`src/rtl/timeclock_if.sv`:
```
// Button inputs and time/status outputs of the time-keeping core.
// The master side drives the buttons; the slave side is the core.
interface timeclock_if;
    logic       i_btn_run;
    logic       i_btn_clear;
    logic       i_btn_set;
    logic       i_btn_inc;
    logic [5:0] o_hour;
    logic [5:0] o_min;
    logic [5:0] o_sec;
    logic [6:0] o_msec;
    logic [1:0] o_state;
    logic       o_tick;
    logic       o_day_pulse;
    logic       o_fndDP;

    modport master (
        output i_btn_run, i_btn_clear, i_btn_set, i_btn_inc,
        input  o_hour, o_min, o_sec, o_msec, o_state, o_tick, o_day_pulse, o_fndDP
    );

    modport slave (
        input  i_btn_run, i_btn_clear, i_btn_set, i_btn_inc,
        output o_hour, o_min, o_sec, o_msec, o_state, o_tick, o_day_pulse, o_fndDP
    );
endinterface

```
`src/rtl/timeclock_core.sv`:
```
// Settable hour:min:sec:msec clock with run/stop/set control, day-rollover
// strobe and decimal-point blink flag. All outputs come straight from flops.
module timeclock_core #(
    parameter int unsigned CLK_FREQ_HZ = 100_000_000,
    parameter int unsigned TICK_HZ     = 100,
    parameter int unsigned HOUR_MOD    = 24,
    parameter bit          AUTO_RUN    = 1'b1
) (
    input  logic        i_clk,
    input  logic        i_reset,
    timeclock_if.slave  io_bus
);
    localparam int unsigned DIV   = CLK_FREQ_HZ / TICK_HZ;
    localparam int unsigned PRE_W = (DIV > 1) ? $clog2(DIV) : 1;

    localparam logic [1:0] ST_STOP     = 2'd0;
    localparam logic [1:0] ST_RUN      = 2'd1;
    localparam logic [1:0] ST_SET_HOUR = 2'd2;
    localparam logic [1:0] ST_SET_MIN  = 2'd3;

    logic [1:0]       r_state, w_state;
    logic [PRE_W-1:0] r_pre,   w_pre;
    logic [5:0]       r_hour,  w_hour;
    logic [5:0]       r_min,   w_min;
    logic [5:0]       r_sec,   w_sec;
    logic [6:0]       r_msec,  w_msec;
    logic             r_tick,  w_tick;
    logic             r_day,   w_day;
    logic             r_dp,    w_dp;

    always_ff @(posedge i_clk) begin
        if (i_reset) begin
            r_state <= AUTO_RUN ? ST_RUN : ST_STOP;
            r_pre   <= '0;
            r_hour  <= '0;
            r_min   <= '0;
            r_sec   <= '0;
            r_msec  <= '0;
            r_tick  <= 1'b0;
            r_day   <= 1'b0;
            r_dp    <= 1'b1;
        end else begin
            r_state <= w_state;
            r_pre   <= w_pre;
            r_hour  <= w_hour;
            r_min   <= w_min;
            r_sec   <= w_sec;
            r_msec  <= w_msec;
            r_tick  <= w_tick;
            r_day   <= w_day;
            r_dp    <= w_dp;
        end
    end

    // Time advance first, then at most one button (clear > run > set > inc).
    always_comb begin
        w_state = r_state;
        w_pre   = r_pre;
        w_hour  = r_hour;
        w_min   = r_min;
        w_sec   = r_sec;
        w_msec  = r_msec;
        w_tick  = 1'b0;
        w_day   = 1'b0;

        if (r_state == ST_RUN) begin
            if (r_pre == PRE_W'(DIV - 1)) begin
                w_pre  = '0;
                w_tick = 1'b1;
                if (r_msec == 7'(TICK_HZ - 1)) begin
                    w_msec = '0;
                    if (r_sec == 6'd59) begin
                        w_sec = '0;
                        if (r_min == 6'd59) begin
                            w_min = '0;
                            if (r_hour == 6'(HOUR_MOD - 1)) begin
                                w_hour = '0;
                                w_day  = 1'b1;
                            end else begin
                                w_hour = r_hour + 6'd1;
                            end
                        end else begin
                            w_min = r_min + 6'd1;
                        end
                    end else begin
                        w_sec = r_sec + 6'd1;
                    end
                end else begin
                    w_msec = r_msec + 7'd1;
                end
            end else begin
                w_pre = r_pre + PRE_W'(1);
            end
        end

        if (io_bus.i_btn_clear) begin
            if (r_state == ST_STOP) begin
                w_hour = '0;
                w_min  = '0;
                w_sec  = '0;
                w_msec = '0;
            end
        end else if (io_bus.i_btn_run) begin
            if (r_state == ST_RUN) begin
                w_state = ST_STOP;
            end else if (r_state == ST_STOP) begin
                w_state = ST_RUN;
                w_pre   = '0;
            end
        end else if (io_bus.i_btn_set) begin
            case (r_state)
                ST_STOP:     w_state = ST_SET_HOUR;
                ST_SET_HOUR: w_state = ST_SET_MIN;
                ST_SET_MIN: begin
                    w_state = ST_STOP;
                    w_sec   = '0;
                    w_msec  = '0;
                end
                default:     w_state = r_state;
            endcase
        end else if (io_bus.i_btn_inc) begin
            if (r_state == ST_SET_HOUR) begin
                w_hour = (r_hour == 6'(HOUR_MOD - 1)) ? 6'd0 : r_hour + 6'd1;
            end else if (r_state == ST_SET_MIN) begin
                w_min = (r_min == 6'd59) ? 6'd0 : r_min + 6'd1;
            end
        end

        w_dp = (w_msec < 7'(TICK_HZ / 2));
    end

    assign io_bus.o_hour      = r_hour;
    assign io_bus.o_min       = r_min;
    assign io_bus.o_sec       = r_sec;
    assign io_bus.o_msec      = r_msec;
    assign io_bus.o_state     = r_state;
    assign io_bus.o_tick      = r_tick;
    assign io_bus.o_day_pulse = r_day;
    assign io_bus.o_fndDP     = r_dp;
endmodule

```
`src/flat_wrapper.sv`:
```
// flat-port wrapper written by rule: the top's interface ports become plain ports
module timeclock_core_flat 
#(
    parameter int unsigned CLK_FREQ_HZ = 100_000_000,
    parameter int unsigned TICK_HZ     = 100,
    parameter int unsigned HOUR_MOD    = 24,
    parameter bit          AUTO_RUN    = 1'b1
)
  (i_clk, i_reset, io_bus_i_btn_run, io_bus_i_btn_clear, io_bus_i_btn_set, io_bus_i_btn_inc, io_bus_o_hour, io_bus_o_min, io_bus_o_sec, io_bus_o_msec, io_bus_o_state, io_bus_o_tick, io_bus_o_day_pulse, io_bus_o_fndDP);
  timeclock_if io_bus_i ();
  input  logic i_clk;
  input  logic i_reset;
  input wire logic [$bits(io_bus_i.i_btn_run)-1:0] io_bus_i_btn_run;
  input wire logic [$bits(io_bus_i.i_btn_clear)-1:0] io_bus_i_btn_clear;
  input wire logic [$bits(io_bus_i.i_btn_set)-1:0] io_bus_i_btn_set;
  input wire logic [$bits(io_bus_i.i_btn_inc)-1:0] io_bus_i_btn_inc;
  output wire logic [$bits(io_bus_i.o_hour)-1:0] io_bus_o_hour;
  output wire logic [$bits(io_bus_i.o_min)-1:0] io_bus_o_min;
  output wire logic [$bits(io_bus_i.o_sec)-1:0] io_bus_o_sec;
  output wire logic [$bits(io_bus_i.o_msec)-1:0] io_bus_o_msec;
  output wire logic [$bits(io_bus_i.o_state)-1:0] io_bus_o_state;
  output wire logic [$bits(io_bus_i.o_tick)-1:0] io_bus_o_tick;
  output wire logic [$bits(io_bus_i.o_day_pulse)-1:0] io_bus_o_day_pulse;
  output wire logic [$bits(io_bus_i.o_fndDP)-1:0] io_bus_o_fndDP;
  assign io_bus_i.i_btn_run = io_bus_i_btn_run;
  assign io_bus_i.i_btn_clear = io_bus_i_btn_clear;
  assign io_bus_i.i_btn_set = io_bus_i_btn_set;
  assign io_bus_i.i_btn_inc = io_bus_i_btn_inc;
  assign io_bus_o_hour = io_bus_i.o_hour;
  assign io_bus_o_min = io_bus_i.o_min;
  assign io_bus_o_sec = io_bus_i.o_sec;
  assign io_bus_o_msec = io_bus_i.o_msec;
  assign io_bus_o_state = io_bus_i.o_state;
  assign io_bus_o_tick = io_bus_i.o_tick;
  assign io_bus_o_day_pulse = io_bus_i.o_day_pulse;
  assign io_bus_o_fndDP = io_bus_i.o_fndDP;
  timeclock_core #(.CLK_FREQ_HZ(CLK_FREQ_HZ), .TICK_HZ(TICK_HZ), .HOUR_MOD(HOUR_MOD), .AUTO_RUN(AUTO_RUN)) u_core (.i_clk(i_clk), .i_reset(i_reset), .io_bus(io_bus_i));
endmodule
```
`config.mk`:
```
export PLATFORM = sky130hd
export DESIGN_NAME = timeclock_core_flat
export DESIGN_NICKNAME = d
export VERILOG_FILES = /design/src/rtl/timeclock_if.sv /design/src/rtl/timeclock_core.sv /design/src/flat_wrapper.sv
export SDC_FILE = /design/constraint.sdc
export NUM_CORES = 1
export LEC_CHECK = 0
export CAP_MARGIN = 10
export CORE_UTILIZATION = 55
export DETAILED_ROUTE_END_ITERATION = 7
export PLACE_DENSITY = 0.86
export SETUP_SLACK_MARGIN = 0.05
export SYNTH_ARGS = -nofsm -noshare
export SYNTH_HDL_FRONTEND = slang
export SYNTH_SLANG_ARGS = --single-unit
```
`constraint.sdc`:
```
create_clock -name i_clk -period 5.75 [get_ports i_clk]
set_input_delay 1.15 -clock i_clk [delete_from_list [all_inputs] [get_ports i_clk]]
set_output_delay 1.15 -clock i_clk [all_outputs]
set_load 0.05 [all_outputs]
```
==> results of run 1 <==
[synth_stat cells, types with 2 or more instances]
cell      number  area (sq um)
inv_1          4         15.01
or2_2          2         12.51
and4_2         2         20.02
o21ai_0        7         35.03
a311oi_1       3         26.28
nand2b_1       2         12.51
or3_1          3         18.77
nand4b_1       2         17.52
nor2_1        54         202.7
and3_1         4         25.02
buf_2          3         15.01
xnor2_1       12         105.1
nor3_1         7         35.03
nand4_1       13         81.33
a21oi_1       12         60.06
mux2i_1        7         70.07
and4_1         3         26.28
ha_1           5         62.56
nand2_1       29         108.9
nor2b_1        2         12.51
dfxtp_1       50          1001
buf_6          3         33.78
nand3_1       16         80.08
xor2_1        16         140.1
clkbuf_1       5         18.77
nor4_1         2         12.51
[stage by stage]
stage	util [%]	total power, mW
after floorplan	-	0.3808
after global placement	65.58	0.3900
after detailed placement	65.58	0.3913
after CTS	68.01	0.6304
after global routing	68.01	0.6520
final	68.01	0.6267
[power groups by stage]
stage,logic [mW],registers (mW),clock network [mW]
2_1_floorplan,0.0194,0.361,0
3_3_place_gp,0.0290,0.361,0
3_5_place_dp,0.0300,0.361,0
4_1_cts,0.0302,0.353,0.247
5_1_grt,0.0337,0.354,0.264
6_report,0.0304,0.353,0.243
[cell families (layout without fill, tap and decap cells)]
kind of cell / after synthesis / count (layout) / share of synthesized area [%]
XOR/XNOR: 28 / 28 / 9.703
adder cells (fa/ha/maj): 5 / 5 / 2.475
AO/OA/AOI/OAI: 34 / 34 / 8.813
multiplexers: 8 / 8 / 3.218
AND/OR/NAND/NOR: 155 / 155 / 32.92
buffers and inverters: 15 / 47 / 3.267
flip-flops: 50 / 50 / 39.60
[critical path: stages]
cell             delay [ps]
clkdlybuf4s50_1         560
nor2_1                   80
nand2_1                 100
o21ai_0                 220
or2_2                   360
or3_1                   390
o41a_1                  370
[layer usage]
layer,GRT usage [%],part of all wire [%],wire (um)
met5,0,0,0
met4,8.444,1.1,57
met3,4.797,4.2,223
met2,37.93,48,2565
met1,29.28,47,2517
[worst paths after layout]
| check | from | end | slack, ps |
|---|---|---|---|
| hold reg to reg | u_core.r_pre[1] | u_core.r_pre[1] | 500 |
| hold / removal | u_core.r_pre[1] | u_core.r_pre[1] | 500 |
| setup reg to reg | u_core.io_bus.o_state[0] | u_core.io_bus.o_hour[4] | 3350 |
| setup / recovery | io_bus_i_btn_clear | u_core.io_bus.o_fndDP | 2700 |
[area by class of cell]
class | instances | area, sq um
fill | 361 | 1403
clock inverter | 1 | 30.03
timing repair buffer | 35 | 350.3
inverter | 4 | 15.01
clock buffer | 7 | 76.32
multi-input combinational | 230 | 1444
sequential | 50 | 1001
tap | 52 | 65.06
[flip-flops by register name, summed over array words and instances, names as in the netlist]
| register | cells |
|---|---|
| u_core.io_bus.o_day_pulse | 1 |
| u_core.io_bus.o_fndDP | 1 |
| u_core.io_bus.o_hour | 6 |
| u_core.io_bus.o_min | 6 |
| u_core.io_bus.o_msec | 7 |
| u_core.io_bus.o_sec | 6 |
| u_core.io_bus.o_state | 2 |
| u_core.io_bus.o_tick | 1 |
| u_core.r_pre | 20 |
==> impl_metrics.json, run 1 <==
{
  "timing.final.ws_setup_ps": 2698,
  "drive_above_1_share_pct": 6.422,
  "cts-hold-fix-buffers": 0,
  "synth-edff-count": 0,
  "cp.required_ps": 5940,
  "setup_viol": 0,
  "worst_pin_slew_ps": 803.8,
  "critPathMaxFanout": 6,
  "avgSynthCellArea_sq_um": 8.568,
  "initial_core_util_pct": 57.65,
  "dp_slack_ps": 2393,
  "skew_ps": 4.743,
  "yosys_register_bits": 50,
  "hold_ws_ps": 503.3,
  "grt_setup_unrepaired": "no",
  "cts.sinks": 50,
  "rows": 24,
  "critPathLaunchType": "input pin",
  "overflow": 0,
  "clockRootBuffer": "clkbuf_8",
  "cp.arrival_ps": 3240,
  "p_switching_mw": 0.1358,
  "grt_pass1_wl_um": 9004,
  "hold_viol": 0,
  "final_common_cell": "nor2_1",
  "io_buffers": 35,
  "seqPwrFrac_pct": 56.4,
  "final_cells": 379,
  "period_minus_slack_ps": 3052,
  "status": "finished clean",
  "clock_power_share_pct": 38.8,
  "netlist_instances": 295,
  "gp_congestion": 0.8739,
  "ioPinCount": 36,
  "cts_tree": "built",
  "cts_htree_levels": 2,
  "num_antenna_cells": 0,
  "ys.warnings.count": 0,
  "ant_nets": 0,
  "first_global_vias": 2006,
  "intPower_mw": 0.4909,
  "dr.pass1.iters": 4,
  "clk_path_buf_depth": 2,
  "cts_buffers": 5,
  "ys_seq_area_share_pct": 39.60,
  "hold_class": "register to register",
  "grt.total_usage_pct": 22.90,
  "p_leak_nw": 1.052,
  "power_density_mw_per_mm2": 210.2,
  "fin_area_sq_mm": 0.002982,
  "drc_errors": 0,
  "clk-insertion-delay-late_ps": 300,
  "areaGrowthSynthToFinish_pct": 17.97,
  "num_vias": 2181,
  "layout.nets": 337,
  "cts_setup_buffers": 0,
  "fin_crit_sh_pct": 53.08,
  "core_sq_mm": 0.004384,
  "clkSlewWorstSetupHoldPaths_ps": 90,
  "dpl.hpwl_um": 3873,
  "cap_violations": 0,
  "grt_max_degree": 19,
  "most-common-layout-cells": "nor2_1, dfxtp_1, clkdlybuf4s50_1",
  "die-width_um": 69.79,
  "wirelength_um": 5363,
  "comb_power_share_pct": 4.8,
  "vias_per_cell": 5.755,
  "drv_slew": 0,
  "endpoint_kind": "register",
  "synth-async-reset-ratio_pct": 0,
  "setup.worst_path.class": "input pin to register",
  "wl_per_cell_um": 14.15,
  "ys.flop_type": "dfxtp_1",
  "slew_headroom_pct": 46.00,
  "synth_cell_types": 53,
  "peakVddDrop_v": 0.0001125,
  "syn_area_sq_mm": 0.002527,
  "post_cts_resized": 0,
  "reg2reg_depth": 6,
  "drtIter0Drc": 110,
  "dp.cells": 371,
  "swShare_pct": 21.67,
  "die_area_sq_mm": 0.004871,
  "grt_antenna_before_repair": 0,
  "synth_fp_nets": 306,
  "placed_area_sq_mm": 0.002875,
  "hold-path-cell-count": 2,
  "max_clock_freq_ghz": 0.3276,
  "tns_ps": 0,
  "fp.dieH_um": 69.79
}
Note: power is estimated with default switching activity, not from simulation.
==> run 2: changes to the inputs <==
- CORE_UTILIZATION: 55 -> 54
- PLACE_DENSITY: 0.86 -> 0.85
- clock period: 5.75 -> 2.9 ns (I/O delays scaled with it)
==> run 2 against run 1 <==
Against the previous run: hold slack worse by 4.1 ps; count of clock-buffer cells in the layout stayed put; via count is 1.9% higher; sequential share of layout area stayed put; sequential power is 98% higher; design area stayed put; core utilization is 0.46 points lower; global-route usage is 0.18 points higher; clock power is 70% higher; power is 88% higher; critical path type is now register to register; critical endpoint is now u_core.io_bus.o_hour[4]; largest power group unchanged.
==> impl_metrics.json, run 2 (synthesis gave the netlist of run 1 again) <==
{
  "num-fill-cells": 364,
  "status": "finished clean",
  "hold_class": "register to register",
  "most-common-layout-cells": "nor2_1, dfxtp_1, clkdlybuf4s50_1",
  "grt_max_degree": 19,
  "slew_headroom_pct": 45.25,
  "fin_crit_sh_pct": 81.92,
  "die_area_sq_mm": 0.004958,
  "crit_slowest_cell": "dfxtp_1",
  "setup_viol": 0,
  "grt_setup_unrepaired": "no",
  "cts_htree_levels": 2,
  "final_common_cell": "nor2_1",
  "max_clock_freq_ghz": 0.4209,
  "io_buffers": 35,
  "rows": 24,
  "drtIter0Drc": 131,
  "wl_per_cell_um": 14.12,
  "clk_path_buf_depth": 2,
  "period_minus_slack_ps": 2376,
  "cts_setup_buffers": 0,
  "overflow": 0,
  "grt_pass1_wl_um": 9163,
  "critPathLaunchType": "register",
  "drive_above_1_share_pct": 7.295,
  "power_density_mw_per_mm2": 394.4,
  "path_buf_inv": 0,
  "die-width_um": 70.42,
  "cp_cell_sequence": "and3b_2, and2_1, nand4_4, o22ai_1, nand2_1, a32o_1",
  "hold_viol": 0,
  "areaGrowthSynthToFinish_pct": 17.97,
  "regArea_sq_mm": 0.001001,
  "hold-path-cell-count": 1,
  "critPathMaxFanout": 12,
  "p_leak_nw": 1.058,
  "hold_path_end": "u_core.r_pre[0]",
  "r2r-end": "u_core.io_bus.o_hour[4]",
  "dr.pass1.iters": 4,
  "cts_tree": "built",
  "multi_input_area_sq_mm": 0.001444,
  "post_cts_resized": 0,
  "peakVddDrop_v": 0.0001904,
  "largest_register_ffs": 20,
  "first_global_vias": 2073,
  "cts_buffers": 5,
  "tns_ps": 0,
  "wirelength_um": 5378,
  "skew_ps": 7.850,
  "min-delay-start": "u_core.r_pre[0]",
  "clkSlewWorstSetupHoldPaths_ps": 90,
  "final_cells": 381,
  "dpl.hpwl_um": 3976,
  "cp.arrival_ps": 2570,
  "fp.dieH_um": 70.42,
  "reg2reg_slack_ps": 520,
  "core_sq_mm": 0.004414,
  "num_antenna_cells": 0,
  "cts-hold-fix-buffers": 0,
  "ant_nets": 0,
  "worst_pin_slew_ps": 815.0,
  "cp_top_family": "simple AND/OR/NAND/NOR gates",
  "reg2reg_depth": 6,
  "ioPinCount": 36,
  "layout.nets": 339,
  "reg2reg_from": "u_core.io_bus.o_state[0]",
  "endpoint_kind": "register",
  "clockRootBuffer": "clkbuf_8",
  "setup.worst_path.class": "register to register",
  "drv_slew": 0,
  "grt.total_usage_pct": 23.08,
  "slowest_delay_ps": 560,
  "num_vias": 2223,
  "cts.sinks": 50,
  "vias_per_cell": 5.835,
  "drc_errors": 0,
  "dp.cells": 373,
  "clk-insertion-delay-late_ps": 300,
  "initial_core_util_pct": 57.26,
  "grt_antenna_before_repair": 0,
  "cap_violations": 0,
  "cp.required_ps": 3100,
  "regMostFlops": "u_core.r_pre",
  "gp_congestion": 0.8644
}
[run 2: cell count changes in the layout (fill, tap and decap cells not counted), sizes merged]
cell and delta:
bufinv -1, clkinv +1, buf +2
[run 2: worst reg2reg max path, stage by stage, from the launching register on]
cell	delay (ps)
dfxtp_1	560
and3b_2	290
and2_1	310
nand4_4	190
o22ai_1	530
nand2_1	130
a32o_1	280
[run 2: area by class of cell]
| type | count | area share, % |
|---|---|---|
| Multi-Input combinational cell | 230 | 48.43 |
| Sequential cell | 50 | 33.57 |
| Timing Repair Buffer | 37 | 12.25 |
| Clock buffer | 7 | 2.896 |
| Tap cell | 52 | 2.182 |
| Inverter | 4 | 0.5036 |
| Clock inverter | 1 | 0.1679 |
[run 2: stage by stage]
stage          hold WS [ps]  util (%)  power [mW]  instance area [sq um]  setup WS, ps
2_1_floorplan         458.8         -      0.7550                   2527         479.2
3_3_place_gp          479.9     65.48      0.7762                   2890         276.2
3_5_place_dp          488.5     65.48      0.7783                   2890         235.5
4_1_cts               504.6     67.55       1.181                   2982         540.6
5_1_grt               553.9     67.55       1.213                   2982         283.7
6_report              499.3     67.55       1.176                   2982         524.3
[run 2: how the worst max path moves through the flow]
stage	start	endpoint	cells after the start
final	u_core.io_bus.o_state[0]	u_core.io_bus.o_hour[4]	6
after global placement	io_bus_i_btn_clear	u_core.io_bus.o_fndDP	7
after floorplan	u_core.io_bus.o_msec[0]	u_core.io_bus.o_hour[5]	7
after global routing	u_core.io_bus.o_state[0]	u_core.io_bus.o_hour[4]	6
after detailed placement	io_bus_i_btn_clear	u_core.io_bus.o_fndDP	7
after CTS	u_core.io_bus.o_state[0]	u_core.io_bus.o_hour[4]	6
[run 2: per-layer routing]
layer / up-vias / GRT usage [%] / share of wire [%]
met4: 0 / 8.222 / 1.6
met1: 1038 / 29.01 / 46
met5: - / 0 / 0
met3: 13 / 5.916 / 5.0
met2: 68 / 37.99 / 48
li1: 1104 / - / -
[run 2: report_power, final]
part	internal, mW	total (mW)	switching [mW]
registers	0.692	0.700	0.00844
logic	0.0247	0.0621	0.0375
clock network	0.193	0.414	0.221
==> run 3: changes to the inputs <==
- CORE_UTILIZATION: 54 -> 49
- PLACE_DENSITY: 0.85 -> 0.82
- clock period: 2.9 -> 1.96 ns (I/O delays scaled with it)
==> run 3 against run 2 <==
Against the previous run: the run now ends with setup timing left; largest power group unchanged; combinational power is 120% higher; routed wire length up 17%; non-clock buffer count grew 45; critical path type unchanged; register-to-register slack got worse by 590 ps.
==> impl_metrics.json, run 3 (synthesis gave the netlist of run 1 again) <==
{
  "status": "finished with violations",
  "violations": "setup timing",
  "wl_per_cell_um": 14.33,
  "period_minus_slack_ps": 2027,
  "gp_congestion": 0.9029,
  "hold_viol": 0,
  "num_antenna_cells": 0,
  "cts.sinks": 50,
  "skew_ps": 9.524,
  "regMostFlops": "u_core.r_pre",
  "timing.final.ws_setup_ps": -66.99,
  "areaGrowthSynthToFinish_pct": 38.76,
  "p_leak_nw": 1.517,
  "cts-hold-fix-buffers": 0,
  "critPathLaunchType": "register",
  "largest_register_ffs": 20,
  "most-common-layout-cells": "nor2_1, buf_4, dfxtp_1",
  "first_global_vias": 2271,
  "cts_tree": "built",
  "rows": 25,
  "cp.required_ps": 2150,
  "reg2reg_slack_ps": -70,
  "grt_setup_unrepaired": "yes",
  "overflow": 0,
  "critPathMaxFanout": 3,
  "io_buffers": 35,
  "grt.total_usage_pct": 24.14,
  "fp.dieH_um": 73.82,
  "power_density_mw_per_mm2": 534.4,
  "core_sq_mm": 0.004848,
  "die_area_sq_mm": 0.005449,
  "drv_slew": 0,
  "finalPower_mw": 1.874,
  "fin_crit_sh_pct": 103.4,
  "drtIter0Drc": 129,
  "endpoint_kind": "register",
  "clkSlewWorstSetupHoldPaths_ps": 90,
  "num_vias": 2411,
  "clockRootBuffer": "clkbuf_8",
  "setup.worst_path.class": "register to register",
  "wirelength_um": 6318,
  "ioPinCount": 36,
  "cts_buffers": 5,
  "grt_max_degree": 19,
  "drive_above_1_share_pct": 28.61,
  "clk-insertion-delay-late_ps": 300,
  "slew_headroom_pct": 64.70,
  "setup_viol": 1,
  "max_clock_freq_ghz": 0.4933,
  "dr.pass1.iters": 4,
  "vias_per_cell": 5.467,
  "die-width_um": 73.82,
  "ant_nets": 0,
  "clk_path_buf_depth": 2,
  "cts_htree_levels": 2,
  "cp.arrival_ps": 2220,
  "dpl.hpwl_um": 4680,
  "layout.nets": 384,
  "drc_errors": 0,
  "cap_violations": 0,
  "final_common_cell": "nor2_1",
  "initial_core_util_pct": 52.13,
  "grt_pass1_wl_um": 10160,
  "worst_pin_slew_ps": 528.7,
  "peakVddDrop_v": 0.0003413,
  "hold_class": "register to register",
  "grt_antenna_before_repair": 0,
  "hold_ws_ps": 507.2
}
==> run 3: worst max-delay path: stages (launching register included) <==
cell	delay [ps]
dfxtp_2	360
ha_4	140
and3b_2	210
nand2_2	80
nor4_4	310
xnor2_1	100
or3_1	390
o41a_1	340
==> run 3: final timing paths <==
check	from	endpoint	depth (start not counted)
setup / recovery	u_core.r_pre[1]	u_core.io_bus.o_fndDP	7
hold / removal	u_core.io_bus.o_min[3]	u_core.io_bus.o_min[3]	1
setup reg to reg	u_core.r_pre[1]	u_core.io_bus.o_fndDP	7
hold reg to reg	u_core.io_bus.o_min[3]	u_core.io_bus.o_min[3]	1
==> run 3: layout make-up <==
cell class	instances	area, sq um
sequential	50	1051
clock inverter	2	33.78
tap	67	83.83
clock buffer	6	72.57
fill	357	1341
multi-input combinational	230	1538
inverter	4	15.01
timing repair buffer	82	713.2
==> run 3: per-layer routing <==
metal | GRT usage (%) | vias to the layer above | part of all wire [%]
li1 | - | 1198 | -
met4 | 8.120 | 0 | 1.9
met3 | 4.664 | 15 | 4.4
met1 | 30.78 | 1133 | 44
met2 | 40.67 | 65 | 49
met5 | 0 | - | 0
==> run 3: repair_timing <==
| action | in CTS | in global routing |
|---|---|---|
| pin swaps | 2 | 3 |
| setup endpoints to repair | 10 | 23 |
| resized for setup | 12 | 18 |
| setup buffers | 1 | 1 |
==> run 3: report_power, final <==
part,total [mW],internal (mW),leakage [nW],switching (mW)
clock,0.716,0.377,0.0528,0.339
combinational,0.139,0.0660,1.05,0.0727
sequential,1.02,1.01,0.415,0.00702
total,1.87,1.46,1.52,0.419
==> run 3: through the flow <==
step | cell area, sq um | worst slack, ps | std cells | setup TNS (ps) | utilization (%)
after floorplan | 2621 | -17.06 | 295 | -17.06 | -
after global placement | 3312 | -180.0 | 431 | -823.3 | 68.31
after detailed placement | 3312 | -235.2 | 431 | -1356 | 68.31
after CTS | 3437 | -63.95 | 440 | -63.95 | 70.89
after global routing | 3507 | -151.0 | 441 | -226.4 | 72.34
final | 3507 | -66.99 | 441 | -66.99 | 72.34
